===== src/rtl/tdm_pkg.sv =====
// Shared types and sizes for the tdm_demux4 receive path.
// The err_cnt feature is enabled by defining TDM_DEMUX_ERRCNT_EN.
package tdm_pkg;

  typedef enum logic {
    HUNT = 1'b0,
    LOCK = 1'b1
  } state_t;

  localparam int TDM_SLOTS  = 4;
  localparam int TDM_SLOT_W = 2;
  localparam int ERRCNT_W   = 8;

endpackage


===== src/rtl/tdm_slot_ctr.sv =====
// Slot index counter for the TDM demux.
// Provides clear, load-to-1 on sync accept, advance, and a last-slot flag.
module tdm_slot_ctr
  import tdm_pkg::*;
(
  input  logic                  clk,
  input  logic                  rst_n,
  input  logic                  en,
  input  logic                  ld1,
  input  logic                  clr,
  output logic [TDM_SLOT_W-1:0] slot,
  output logic                  wrap
);

  localparam logic [TDM_SLOT_W-1:0] LAST =
    TDM_SLOT_W'(TDM_SLOTS - 1);

  always_ff @(posedge clk or negedge rst_n) begin
    if (!rst_n) begin
      slot <= '0;
    end else if (clr) begin
      slot <= '0;
    end else if (ld1) begin
      slot <= TDM_SLOT_W'(1);
    end else if (en) begin
      slot <= slot + TDM_SLOT_W'(1);
    end
  end

  assign wrap = (slot == LAST);

endmodule


===== src/rtl/tdm_demux4.sv =====
// Four-channel TDM demultiplexer with frame-sync lock and flywheel.
// Define TDM_DEMUX_ERRCNT_EN to add the saturating err_cnt output.
module tdm_demux4
  import tdm_pkg::*;
#(
  parameter int W         = 1,
  parameter int SYNC_LOSS = 3
) (
  input  logic                clk,
  input  logic                rst_n,
  input  logic [W-1:0]        d,
  input  logic                en,
  input  logic                fs,
`ifdef TDM_DEMUX_ERRCNT_EN
  output logic [ERRCNT_W-1:0] err_cnt,
`endif
  output logic [W-1:0]        o0,
  output logic [W-1:0]        o1,
  output logic [W-1:0]        o2,
  output logic [W-1:0]        o3,
  output logic                valid,
  output logic [1:0]          s,
  output logic                locked
);

  localparam logic [3:0] LOSS = 4'(SYNC_LOSS);

  state_t state, nstate;

  logic [TDM_SLOT_W-1:0] slot;
  logic                  wrap;
  logic                  zero;
  logic                  mid;
  logic [3:0]            miss;
  logic [W-1:0]          sh0, sh1, sh2;

  logic adv, ld1, clr;
  logic cap0, capn, done;
  logic miss_clr, miss_inc;

  tdm_slot_ctr u_slot (
    .clk   (clk),
    .rst_n (rst_n),
    .en    (adv),
    .ld1   (ld1),
    .clr   (clr),
    .slot  (slot),
    .wrap  (wrap)
  );

  assign zero = (slot == '0);
  assign mid  = !zero && !wrap;

  always_ff @(posedge clk or negedge rst_n) begin
    if (!rst_n) begin
      state <= HUNT;
    end else begin
      state <= nstate;
    end
  end

  always_comb begin
    nstate   = state;
    adv      = 1'b0;
    ld1      = 1'b0;
    clr      = 1'b0;
    cap0     = 1'b0;
    capn     = 1'b0;
    done     = 1'b0;
    miss_clr = 1'b0;
    miss_inc = 1'b0;
    if (en) begin
      unique case (state)
        HUNT: begin
          if (fs) begin
            nstate   = LOCK;
            ld1      = 1'b1;
            cap0     = 1'b1;
            miss_clr = 1'b1;
          end
        end
        LOCK: begin
          // fs always restarts at slot 0, early or on time
          unique case (1'b1)
            fs: begin
              ld1      = 1'b1;
              cap0     = 1'b1;
              miss_clr = 1'b1;
            end
            (!fs && zero): begin
              if (miss + 4'd1 == LOSS) begin
                nstate   = HUNT;
                clr      = 1'b1;
                miss_clr = 1'b1;
              end else begin
                cap0     = 1'b1;
                adv      = 1'b1;
                miss_inc = 1'b1;
              end
            end
            (!fs && wrap): begin
              done = 1'b1;
              adv  = 1'b1;
            end
            (!fs && mid): begin
              capn = 1'b1;
              adv  = 1'b1;
            end
            default: ;
          endcase
        end
        default: nstate = HUNT;
      endcase
    end
  end

  always_ff @(posedge clk or negedge rst_n) begin
    if (!rst_n) begin
      sh0   <= '0;
      sh1   <= '0;
      sh2   <= '0;
      o0    <= '0;
      o1    <= '0;
      o2    <= '0;
      o3    <= '0;
      valid <= 1'b0;
      miss  <= '0;
    end else begin
      valid <= done;
      if (cap0) sh0 <= d;
      if (capn && slot == 2'd1) sh1 <= d;
      if (capn && slot == 2'd2) sh2 <= d;
      // slot 3 bypasses the shadows so the frame lands in one edge
      if (done) begin
        o0 <= sh0;
        o1 <= sh1;
        o2 <= sh2;
        o3 <= d;
      end
      if (miss_clr) begin
        miss <= '0;
      end else if (miss_inc) begin
        miss <= miss + 4'd1;
      end
    end
  end

  assign s      = slot;
  assign locked = (state == LOCK);

`ifdef TDM_DEMUX_ERRCNT_EN
  logic err_ev;

  assign err_ev = en && (state == LOCK) &&
                  ((fs && !zero) || (!fs && zero));

  always_ff @(posedge clk or negedge rst_n) begin
    if (!rst_n) begin
      err_cnt <= '0;
    end else if (err_ev && err_cnt != '1) begin
      err_cnt <= err_cnt + ERRCNT_W'(1);
    end
  end
`else
  // no error counter in this build
`endif

endmodule


===== config.mk =====
export PLATFORM = sky130hd
export DESIGN_NAME = tdm_demux4
export DESIGN_NICKNAME = d
export VERILOG_FILES = /design/src/rtl/tdm_pkg.sv /design/src/rtl/tdm_slot_ctr.sv /design/src/rtl/tdm_demux4.sv
export SDC_FILE = /design/constraint.sdc
export NUM_CORES = 1
export LEC_CHECK = 0
export CAP_MARGIN = 20
export CORE_UTILIZATION = 55
export DETAILED_ROUTE_END_ITERATION = 12
export HOLD_SLACK_MARGIN = 0.12
export PLACE_DENSITY = 0.81
export SLEW_MARGIN = 5
export SYNTH_ARGS = -nofsm -noshare
export SYNTH_HDL_FRONTEND = slang
export SYNTH_SLANG_ARGS = --single-unit

===== constraint.sdc =====
create_clock -name clk -period 3.2 [get_ports clk]
set_input_delay 0.64 -clock clk [delete_from_list [all_inputs] [get_ports clk]]
set_output_delay 0.64 -clock clk [all_outputs]
set_load 0.1 [all_outputs]

======== After elaboration in Yosys (flattened, before gate mapping) ========
Index checks and enable logic that the tools add are counted.
cells by class
  mux-type cells .......................... 32
  reduce and logical (&&, ||, !) cells .... 13
  bitwise logic cells ..................... 1
  equality and inequality tests ........... 4
  $add $sub $neg .......................... 2
operators with widths
  cell                                                                   count
  1-bit two-way mux                                                      21
  1-bit case mux with 2 select lines                                     6
  4-bit two-way mux                                                      2
  1-bit logical AND                                                      6
  2-bit two-way mux                                                      3
  4-bit by 1-bit adder with 4-bit output, second input constant          1
  2-bit equality test, second input constant                             2
  4-bit by 2-bit equality test with 1-bit output, second input constant  1
  1-bit zero test                                                        3
  3-bit nonzero test                                                     1
  2-bit by 1-bit adder with 2-bit output, second input constant          1
  2-bit by 1-bit equality test with 1-bit output, second input constant  1
  2-bit zero test                                                        1
  2-bit nonzero test                                                     1
  2-bit OR reduction                                                     1
  1-bit inverter                                                         1
storage, ports and cells
  input bits .............................. 5
  register bits ........................... 15
  logic and storage cells ................. 63
  output and inout bits ................... 8

======== Logic depth before layout (Yosys ltp) ========
Gate-level depths: netlist (run 1).
  depth in word-level cells ............... 11
  mapped depth ............................ 8
  mapped depth without buffers ............ 7

======== By module ========
From an unflattened synthesis (run 1), not the netlist that was laid out.
second synthesis, totals
  cell total of the unflattened synthesis .. 73
  area total of the unflattened synthesis .. 833.3 um^2
by module, submodules not included
  module        times used  cells an instance  area each (um^2)  sequential area each (um^2)
  tdm_demux4    1           65                 738.2             325.3
  tdm_slot_ctr  1           8                  95.1              50.0

======== Least setup slack after synthesis (run 1) ========
No wires, ideal clock.
  kind .................................... register to register
  from .................................... register u_slot.slot[0]
  to ...................................... register u_slot.slot[0]
  path buffers ............................ 0
  data required time ...................... 3.072 ns
  cell stages (with the launch flop) ...... 6
  slack ................................... 0.929 ns
  arrival ................................. 2.143 ns
  clock period less this slack ............ 2.271 ns
  setup time .............................. 0.128 ns
  path through ............................ dfrtp_1 > inv_1 > ha_1 > a311o_1 > a211oi_1 > nor3_1
on the way
  word-level cells in the longest chain between the ends .. 9
  elaborated cells on any way between the ends .. 20
  classes of those cells .................. add/sub (1); eq/ne (1); mux (9); reduce/logical (9)
RTL lines
  what                                                    line                                  text
  from (decl)                                             tdm_slot_ctr.sv:11                    output logic [TDM_SLOT_W-1:0] slot,
  from (signal assigned)                                  tdm_slot_ctr.sv:26                    slot <= slot + TDM_SLOT_W'(1);
  2-bit equality test or 2-bit zero test (tied branches)  tdm_slot_ctr.sv:30, tdm_demux4.sv:51
  1-bit zero test                                         tdm_demux4.sv:52                      assign mid = !zero && !wrap;
  1-bit logical AND                                       tdm_demux4.sv:52
  1-bit logical AND                                       tdm_demux4.sv:105                     (!fs && mid): begin
  2-bit OR reduction (no line)                            n/a
  1-bit case mux with 2 select lines                      tdm_demux4.sv:84                      unique case (1'b1)
  1-bit two-way mux                                       tdm_demux4.sv:73                      unique case (state)
  1-bit two-way mux                                       tdm_demux4.sv:72                      if (en) begin
  3-bit nonzero test (no line)                            n/a
Parallel ways exist; a longest one is shown, timed or not. The select of a mux whose other input is x is not followed.
A chain may end at the register's enable or synchronous reset.

======== Final worst setup path (run 1) ========
  from .................................... input en
  to ...................................... register o1
on the way
  word-level cells in the longest chain between the ends .. 1
RTL lines
  what                  line               text
  from (decl)           tdm_demux4.sv:12   input logic en,
  1-bit two-way mux     tdm_demux4.sv:72
  to (signal assigned)  tdm_demux4.sv:123  o1 <= '0;
  to (signal assigned)  tdm_demux4.sv:136  o1 <= sh1;
  to (decl)             tdm_demux4.sv:18   output logic [W-1:0] o1,
Every way passes these cells.

==> flow_metrics.env, run 1 <==
export IMPL_synth_compound_area_share_pct=15.4
export IMPL_synthDistinctLibCells=25
export IMPL_tritoncts="built"
export IMPL_drt_iter0_drc=19
export IMPL_cts_buffers=3
export IMPL_wl_per_cell_microns=12.7
export IMPL_routed_via_density=5.69
export IMPL_crit_path_end_kind="register"
export IMPL_netlist_top_cells_area="dfrtp_1 45%, mux2_2 9.5%, ha_1 9.0%"
export IMPL_postCtsSetupBuffers=0
export IMPL_via_count=637
export IMPL_core_area_sq_um=1350
export IMPL_synth_top_family_by_area="simple AND/OR/NAND/NOR gates"
export IMPL_worst_pin_slew_ns=0.667
export IMPL_synth_xor_area_share_pct=0
export IMPL_max_slew_margin_pct=55.4
export IMPL_regToRegStartpoint="miss[0]$_DFFE_PN0P_"
export IMPL_ctsHoldBuffers=0
export IMPL_fin_nets=109
export IMPL_reg2reg_to="sh0$_DFFE_PN0P_"
export IMPL_regToRegSetupSlack_ns=1.44
export IMPL_gr_usage_all_layers_pct=22.3
export IMPL_max_freq_mhz=533
export IMPL_synth_nets=94
export IMPL_hold_viol=0
export IMPL_hold_class="register to register"
export IMPL_rows=13
export IMPL_r2r_cells=7
export IMPL_ios=13
export IMPL_hpwl_microns=1090
export IMPL_ir_worst_vdd_mv=0.583
export IMPL_root_buffer="clkbuf_4"
export IMPL_synth_adder_area_share_pct=9.04
export IMPL_grt_max_degree=16
export IMPL_synthTopCellsByCount="15 x dfrtp_1, 9 x nand2_1, 7 x mux2_2, 7 x o21ai_0"
export IMPL_drcViolationCount=0
export IMPL_setup_slack_ns=1.32
export IMPL_startpoint_type="input pin"
export IMPL_setup_viol=0
export IMPL_synthSimpleGateAreaFrac_pct=16.0
export IMPL_powerDensity_nw_per_um2=985
export IMPL_min_from="sh0$_DFFE_PN0P_"
export IMPL_yosysSeqAreaShare_pct=45.2
export IMPL_fillerInstances=102
export IMPL_whs_path_depth=1
export IMPL_synth_top_cell_by_area="dfrtp_1"
export IMPL_clk_latency_ns=0.27
export IMPL_power_leakage_uw=0.000464
export IMPL_hold_path_end="o0$_DFFE_PN0P_"
export IMPL_synth_ff_type="dfrtp_1"
export IMPL_path_class="input pin to register"
export IMPL_cts_sinks=15
export IMPL_synthCells=83
export IMPL_tns_ns=0
export IMPL_syn_area_sq_um=831
export IMPL_synth_most_common_cell="dfrtp_1"
export IMPL_drtPass1Iterations=4
export IMPL_async_reset_ff_share_pct=100
export IMPL_crit_required_ns=3.37
export IMPL_period_share_pct=58.6
export IMPL_cts_htree_levels=1
export IMPL_numPortBuffers=12
export IMPL_synth_edf_count=0
export IMPL_drv_cap=0
export IMPL_gp_congestion=0.752
export IMPL_grt_pass1_vias=570
export IMPL_worstPathArrival_ns=2.04
export IMPL_crit_path_max_fanout=8
export IMPL_yosys_register_bits=15
export IMPL_cts_buffer_depth=2
export IMPL_routed_wl_microns=1420
export IMPL_antenna_found_initial=0
export IMPL_skew_ns=0.00257
export IMPL_final_max_slew_viol_count=0
export IMPL_clkTransAtPathRegs_ns=0.08
export IMPL_antenna_left=0
export IMPL_status="complete, no violations"
export IMPL_start_util_pct=61.5
export IMPL_post_place_ws_ns=1.03
export IMPL_cts_resized=0
export IMPL_fp_dieArea_sq_um=1670
export IMPL_ys_warn_count=0
export IMPL_fin_crit_ns=1.88
export IMPL_num_antenna_cells=0
export IMPL_yosys_mux_area_fraction_pct=9.49
export IMPL_rsz0062_at_grt="false"
export IMPL_drive_above_1_share_pct=20.6
export IMPL_grt_pass1_wl_microns=2350
export IMPL_syn_to_final_growth_pct=15.2
export IMPL_fp_dieH_microns=40.9
export IMPL_die_x_microns=40.9
export IMPL_synth_top_area_share_pct=45.2
export IMPL_grt_overflow=0
export IMPL_avgSynthCellArea_sq_um=10.0
metrics by stage:
stage,power [uW],utilization [%],std cells,hold slack (ns),cell area (sq um)
6_report,943,70.9,112,0.510,957
4_1_cts,950,70.9,112,0.512,957
5_1_grt,1000,70.9,112,0.534,957
2_1_floorplan,732,-,83,0.344,831
3_5_place_dp,843,69.0,108,0.492,931
3_3_place_gp,837,69.0,108,0.490,931
critical path, stage by stage:
cell and delay [ns]:
clkdlybuf4s50_1 0.59, nand2_1 0.11, nor2_1 0.21, nand2_1 0.19, mux2_2 0.31
how the worst max path moves through the flow:
stage	cells after the start	slack, ns	to	start
CTS	5	1.33	o1$_DFFE_PN0P_	en
detailed placement	5	1.03	o1$_DFFE_PN0P_	en
global route	5	1.21	o0$_DFFE_PN0P_	en
finish	5	1.32	o1$_DFFE_PN0P_	en
floorplan	5	0.93	u_slot.slot[0]$_DFFE_PN0P_	u_slot.slot[0]$_DFFE_PN0P_
global placement	5	1.08	o3$_DFFE_PN0P_	en
per-layer routing:
metal  vias up  track usage, %  share of wire (%)
met5         -               0                  0
met4         0            12.5                2.4
met3         4            4.89                5.6
met2        23            33.6                 42
met1       283            29.4                 49
li1        327               -                  -
power by group:
| part | switching, uW | internal, uW | total (uW) |
|---|---|---|---|
| Sequential | 47.3 | 249 | 296 |
| Combinational | 395 | 148 | 544 |
| Clock | 54.7 | 48.3 | 103 |
cells in the final DEF, fill, tap and decap left out, types with 2 or more instances in the layout:
cell type / instances
dfrtp_1: 15
nand2_1: 9
buf_4: 8
mux2_2: 7
o21ai_0: 7
inv_1: 6
ha_1: 6
nor2_1: 4
nand3_1: 4
and3_1: 4
a21oi_1: 4
clkdlybuf4s50_1: 4
clkbuf_4: 3
nor3_1: 2
a21o_1: 2
logic make-up after synthesis:
kind of cell | after synthesis
flip-flops | 15
adder cells (fa/ha/maj) | 6
multiplexers | 7
AND/OR/NAND/NOR | 27
buffers and inverters | 8
AO/OA/AOI/OAI | 20
registers in the layout (all words and copies together), names as in the netlist:
| signal | count |
|---|---|
| locked | 1 |
| miss | 4 |
| o0 | 1 |
| o1 | 1 |
| o2 | 1 |
| o3 | 1 |
| sh0 | 1 |
| sh1 | 1 |
| sh2 | 1 |
| u_slot.slot | 2 |
| valid | 1 |
area by class of cell:
class | count | area [sq um] | area share, %
clock buffer | 4 | 26.3 | 2.75
inverter | 6 | 22.5 | 2.35
multi-input combinational | 60 | 414 | 43.3
sequential | 15 | 375 | 39.2
tap | 15 | 18.8 | 1.96
timing repair buffer | 12 | 100 | 10.5
No activity file was read; power rests on OpenSTA's default activity.
==> inputs of run 2 (changes only) <==
--- a/config.mk
+++ b/config.mk
@@ -6,10 +6,10 @@
 export NUM_CORES = 1
 export LEC_CHECK = 0
 export CAP_MARGIN = 20
-export CORE_UTILIZATION = 55
+export CORE_UTILIZATION = 46
 export DETAILED_ROUTE_END_ITERATION = 12
 export HOLD_SLACK_MARGIN = 0.12
-export PLACE_DENSITY = 0.81
+export PLACE_DENSITY = 0.73
 export SLEW_MARGIN = 5
 export SYNTH_ARGS = -nofsm -noshare
 export SYNTH_HDL_FRONTEND = slang
==> constraint.sdc (replaced) <==
create_clock -name clk -period 1.7 [get_ports clk]
set_input_delay 0.34 -clock clk [delete_from_list [all_inputs] [get_ports clk]]
set_output_delay 0.34 -clock clk [all_outputs]
set_load 0.1 [all_outputs]
==> run 2 against run 1 <==
Net effect:
- flip-flop and latch count is the same
- clock-buffer cell count shrank 1
- setup slack lost 1.3 ns
- first-iteration DRC count shrank 16%
- via count grew 15%
- critical path type is now register to register
- largest power group unchanged
- highest routed layer unchanged
==> flow_metrics.env, run 2 (synthesis results as in run 1) <==
export IMPL_most_common_layout_cells="13 x buf_4, 12 x dfrtp_1, 9 x nand2_1, 8 x buf_12, 7 x mux2_2"
export IMPL_ir_worst_vdd_mv=1.53
export IMPL_root_buffer="clkbuf_4"
export IMPL_drcViolationCount=0
export IMPL_routed_wl_microns=1920
export IMPL_clkTransAtPathRegs_ns=0.10
export IMPL_fin_hold_ws_ns=0.352
export IMPL_fp_dieH_microns=44.5
export IMPL_ios=13
export IMPL_rows=14
export IMPL_startpoint_type="register"
export IMPL_crit_path_max_fanout=4
export IMPL_worst_pin_slew_ns=0.265
export IMPL_num_antenna_cells=0
export IMPL_fillerInstances=106
export IMPL_start_util_pct=52.1
export IMPL_tritoncts="built"
export IMPL_antenna_found_initial=0
export IMPL_path_class="register to register"
export IMPL_setup_slack_ns=0.0354
export IMPL_drv_cap=0
export IMPL_antenna_left=0
export IMPL_skew_ns=0.00392
export IMPL_crit_path_end_kind="register"
export IMPL_cts_sinks=15
export IMPL_rsz0062_at_grt="true"
export IMPL_post_place_ws_ns=-0.171
export IMPL_multiInputGateArea_sq_um=463
export IMPL_via_count=734
export IMPL_syn_to_final_growth_pct=49.1
export IMPL_drive_above_1_share_pct=44.1
export IMPL_grt_overflow=0
export IMPL_routed_via_density=5.44
export IMPL_fin_nets=123
export IMPL_final_common_cell="buf_4"
export IMPL_tns_ns=0
export IMPL_cts_buffers=3
export IMPL_final_max_slew_viol_count=0
export IMPL_max_freq_mhz=601
export IMPL_register_area_sq_um=384
export IMPL_drt_iter0_drc=16
export IMPL_numPortBuffers=12
export IMPL_hold_class="input pin to asynchronous set/reset pin"
export IMPL_gp_congestion=0.862
export IMPL_cts_htree_levels=1
export IMPL_cts_buffer_depth=2
export IMPL_clk_latency_ns=0.29
export IMPL_core_area_sq_um=1590
export IMPL_period_share_pct=97.9
export IMPL_reg_largest_list="miss x4, u_slot.slot x2"
export IMPL_power_uw=2170
export IMPL_max_slew_margin_pct=82.2
export IMPL_wl_per_cell_microns=14.2
export IMPL_drtPass1Iterations=4
export IMPL_powerDensity_nw_per_um2=1750
export IMPL_hold_viol=0
export IMPL_grt_pass1_vias=694
export IMPL_grt_pass1_wl_microns=3120
export IMPL_fp_dieArea_sq_um=1980
export IMPL_gr_usage_all_layers_pct=23.1
export IMPL_crit_required_ns=1.88
export IMPL_setup_viol=0
export IMPL_grt_max_degree=16
export IMPL_status="complete, no violations"
export IMPL_largest_reg_flops=4
export IMPL_worstPathArrival_ns=1.84
export IMPL_hpwl_microns=1450
export IMPL_power_leakage_uw=0.000565
export IMPL_fin_crit_ns=1.66
export IMPL_r2r_cells=6
export IMPL_regMostFlops="miss"
export IMPL_die_x_microns=44.5
run 2: cell count changes in the layout (fill, tap and decap cells not counted), sizes merged:
| cell | delta |
|---|---|
| clkinvlp | +1 |
| buf | +14 |
| clkbuf | -1 |
run 2: power by group:
part           total [uW]  leakage, uW  switching (uW)  internal, uW
Clock                 217    0.0000139             128          89.6
Sequential            578     0.000185            95.5           482
Combinational        1370     0.000366             834           540
Total                2170     0.000565            1060          1110
run 2: what timing repair did:
item / CTS / global route
hold buffers: 0 / 0
setup endpoints to repair: 2 / 7
gates cloned: 0 / 0
setup buffers: 0 / 2
endpoints found under the hold margin: 0 / 0
pin swaps: 4 / 3
resized for setup: 6 / 7
run 2: cell type report:
| class | count | area share, % |
|---|---|---|
| Inverter | 6 | 1.82 |
| Sequential cell | 15 | 31.0 |
| Tap cell | 24 | 2.42 |
| Clock buffer | 3 | 1.82 |
| Clock inverter | 1 | 0.606 |
| Multi-Input combinational cell | 60 | 37.4 |
| Timing Repair Buffer | 26 | 24.9 |
run 2: metal layers:
layer / GRT usage, % / routed length, microns / up-vias
li1: - / - / 355
met1: 27.8 / 826 / 366
met2: 38.2 / 1000 / 9
met3: 4.90 / 44 / 4
met4: 12.7 / 44 / 0
met5: 0 / 0 / -
run 2: through the flow:
stage                     util [%]  instance area [sq um]  cells
after floorplan                  -                    842     83
after global placement        71.7                   1140    129
after detailed placement      71.7                   1140    129
after CTS                     75.2                   1200    133
after global routing          77.7                   1240    135
final                         77.7                   1240    135
run 2: final timing paths:
| path | startpoint | endpoint | slack [ns] |
|---|---|---|---|
| setup / recovery | miss[1]$_DFFE_PN0P_ | u_slot.slot[0]$_DFFE_PN0P_ | 0.04 |
| setup reg to reg | miss[1]$_DFFE_PN0P_ | u_slot.slot[0]$_DFFE_PN0P_ | 0.04 |
| hold / removal | rst_n | sh2$_DFFE_PN0P_ | 0.35 |
| hold reg to reg | sh1$_DFFE_PN0P_ | sh1$_DFFE_PN0P_ | 0.52 |
| min in group clk | sh1$_DFFE_PN0P_ | sh1$_DFFE_PN0P_ | 0.52 |
| max in group asynchronous | rst_n | u_slot.slot[1]$_DFFE_PN0P_ | 1.15 |
run 2: critical path, cell delays in order (launching register included):
cell and delay (ns):
dfrtp_1 0.42, ha_2 0.22, and3_4 0.19, o21ai_4 0.06, a311o_1 0.35, a211oi_2 0.24
nor3_2 0.07
==> inputs of run 3 (changes only) <==
--- a/config.mk
+++ b/config.mk
@@ -6,6 +6,7 @@
 export NUM_CORES = 1
 export LEC_CHECK = 0
 export CAP_MARGIN = 20
+export CORE_MARGIN = 5
 export CORE_UTILIZATION = 46
 export DETAILED_ROUTE_END_ITERATION = 12
 export HOLD_SLACK_MARGIN = 0.12
==> run 3 against run 2 <==
Net effect:
- wire length is 1.0% lower
- first-iteration DRC count is 13% lower
- largest power group unchanged
- hold slack better by 0.015 ns
- die area is 39% higher
- clock-buffer cell count stayed put
- critical endpoint is now sh0$_DFFE_PN0P_
- global-route usage is 8.0 points lower
- non-clock buffer count is 1 lower
==> flow_metrics.env, run 3 (synthesis results as in run 1) <==
export IMPL_status="complete, no violations"
export IMPL_reg_largest_list="miss x4, u_slot.slot x2"
export IMPL_most_common_layout_cells="13 x buf_4, 12 x dfrtp_1, 9 x nand2_1, 8 x buf_12"
export IMPL_final_common_cell="buf_4"
export IMPL_power_frac_seq_pct=26.6
export IMPL_syn_to_final_growth_pct=47.7
export IMPL_start_util_pct=48.1
export IMPL_rsz0062_at_grt="true"
export IMPL_powerDensity_nw_per_um2=1790
export IMPL_crit_path_end_kind="register"
export IMPL_utilization_pct=71.1
export IMPL_num_antenna_cells=0
export IMPL_drive_above_1_share_pct=42.7
export IMPL_ir_worst_vdd_mv=1.39
export IMPL_worst_pin_slew_ns=0.292
export IMPL_power_leakage_uw=0.000561
export IMPL_routed_via_density=5.24
export IMPL_hpwl_microns=1390
export IMPL_combPwrFrac_pct=64.2
export IMPL_core_area_sq_um=1730
export IMPL_gp_congestion=0.833
export IMPL_crit_required_ns=1.87
export IMPL_p_switching_uw=1050
export IMPL_ctsHoldBuffers=0
export IMPL_pwr_share_clk_pct=9.2
export IMPL_startpoint_type="register"
export IMPL_clk_latency_ns=0.28
export IMPL_fin_nets=122
export IMPL_antenna_found_initial=0
export IMPL_hold_viol=0
export IMPL_rows=15
export IMPL_max_freq_mhz=606
export IMPL_fp_dieH_microns=52.5
export IMPL_worstPathArrival_ns=1.81
export IMPL_tritoncts="built"
export IMPL_gr_usage_all_layers_pct=15.1
export IMPL_clkTransAtPathRegs_ns=0.10
export IMPL_setup_slack_ns=0.0508
export IMPL_path_class="register to register"
export IMPL_fillerInstances=134
export IMPL_regToRegSetupSlack_ns=0.05
export IMPL_max_slew_margin_pct=80.5
export IMPL_multiInputGateArea_sq_um=462
export IMPL_die_x_microns=52.5
export IMPL_routed_wl_microns=1900
export IMPL_numPortBuffers=12
export IMPL_cts_sinks=15
export IMPL_via_count=707
export IMPL_antenna_left=0
export IMPL_setup_viol=0
export IMPL_register_area_sq_um=384
export IMPL_regMostFlops="miss"
export IMPL_cts_buffers=3
export IMPL_hold_class="input pin to asynchronous set/reset pin"
export IMPL_drtPass1Iterations=5
export IMPL_post_place_ws_ns=-0.0691
export IMPL_cts_htree_levels=1
export IMPL_grt_pass1_vias=725
export IMPL_drcViolationCount=0
export IMPL_grt_overflow=0
export IMPL_skew_ns=0.00812
export IMPL_drv_cap=0
export IMPL_grt_max_degree=16
export IMPL_drt_iter0_drc=14
export IMPL_grt_pass1_wl_microns=3020
export IMPL_fp_dieArea_sq_um=2760
export IMPL_wl_per_cell_microns=14.1
export IMPL_p_int_uw=1140
export IMPL_period_share_pct=97.0
export IMPL_final_max_slew_viol_count=0
export IMPL_crit_path_max_fanout=4
export IMPL_root_buffer="clkbuf_4"
export IMPL_fin_crit_ns=1.65
export IMPL_cts_buffer_depth=2
export IMPL_tns_ns=0
export IMPL_switching_share_pct=48.1
export IMPL_ios=13
export IMPL_largest_reg_flops=4
==> run 3: layout make-up <==
cell class | instances | share of cell area (%)
clock buffer | 3 | 1.83
clock inverter | 1 | 0.408
inverter | 6 | 2.04
multi-input combinational | 60 | 37.6
sequential | 15 | 31.3
tap | 25 | 2.55
timing repair buffer | 25 | 24.3
==> run 3: power by group through the flow <==
| stage | sequential, uW | clock (uW) | combinational, uW |
|---|---|---|---|
| after floorplan | 1090 | 0 | 318 |
| after global routing | 600 | 224 | 1480 |
| after CTS | 583 | 207 | 1350 |
| final | 583 | 201 | 1410 |
| after global placement | 581 | 0 | 1310 |
| after detailed placement | 589 | 0 | 1330 |
==> run 3: worst paths after layout <==
check,end,cells after the start,startpoint
hold / removal,u_slot.slot[0]$_DFFE_PN0P_,2,rst_n
setup reg to reg,sh0$_DFFE_PN0P_,7,miss[0]$_DFFE_PN0P_
hold reg to reg,o1$_DFFE_PN0P_,1,sh1$_DFFE_PN0P_
max in group asynchronous,u_slot.slot[1]$_DFFE_PN0P_,2,rst_n
min in group clk,o1$_DFFE_PN0P_,1,sh1$_DFFE_PN0P_
setup / recovery,sh0$_DFFE_PN0P_,7,miss[0]$_DFFE_PN0P_
==> run 3: layer usage <==
metal  part of all wire [%]  vias up  global-route usage, %
met2                     53       12                   26.4
met4                   0.63        0                   3.83
met1                     43      343                   18.0
li1                       -      350                      -
met3                    3.5        2                   3.99
met5                      0        -                      0
==> run 3: critical path, cell delays in order, from the launching register on <==
cell	delay [ns]
dfrtp_1	0.42
inv_1	0.07
ha_2	0.19
and3_4	0.17
o21ai_2	0.07
and2_4	0.15
a21boi_2	0.14
mux2_2	0.33
==> run 3: stage by stage <==
stage / instance area [sq um] / cells / hold slack, ns / power [uW]
CTS: 1170 / 132 / 0.367 / 2140
floorplan: 842 / 83 / 0.0444 / 1400
detailed placement: 1130 / 128 / 0.493 / 1920
global route: 1230 / 135 / 0.369 / 2310
global placement: 1130 / 128 / 0.487 / 1890
finish: 1230 / 135 / 0.367 / 2190
==> run 3: repair_timing <==
item	4_1_cts	5_1_grt
setup endpoints to repair	2	3
pin swaps	1	1
setup buffers	0	3
resized for setup	4	7
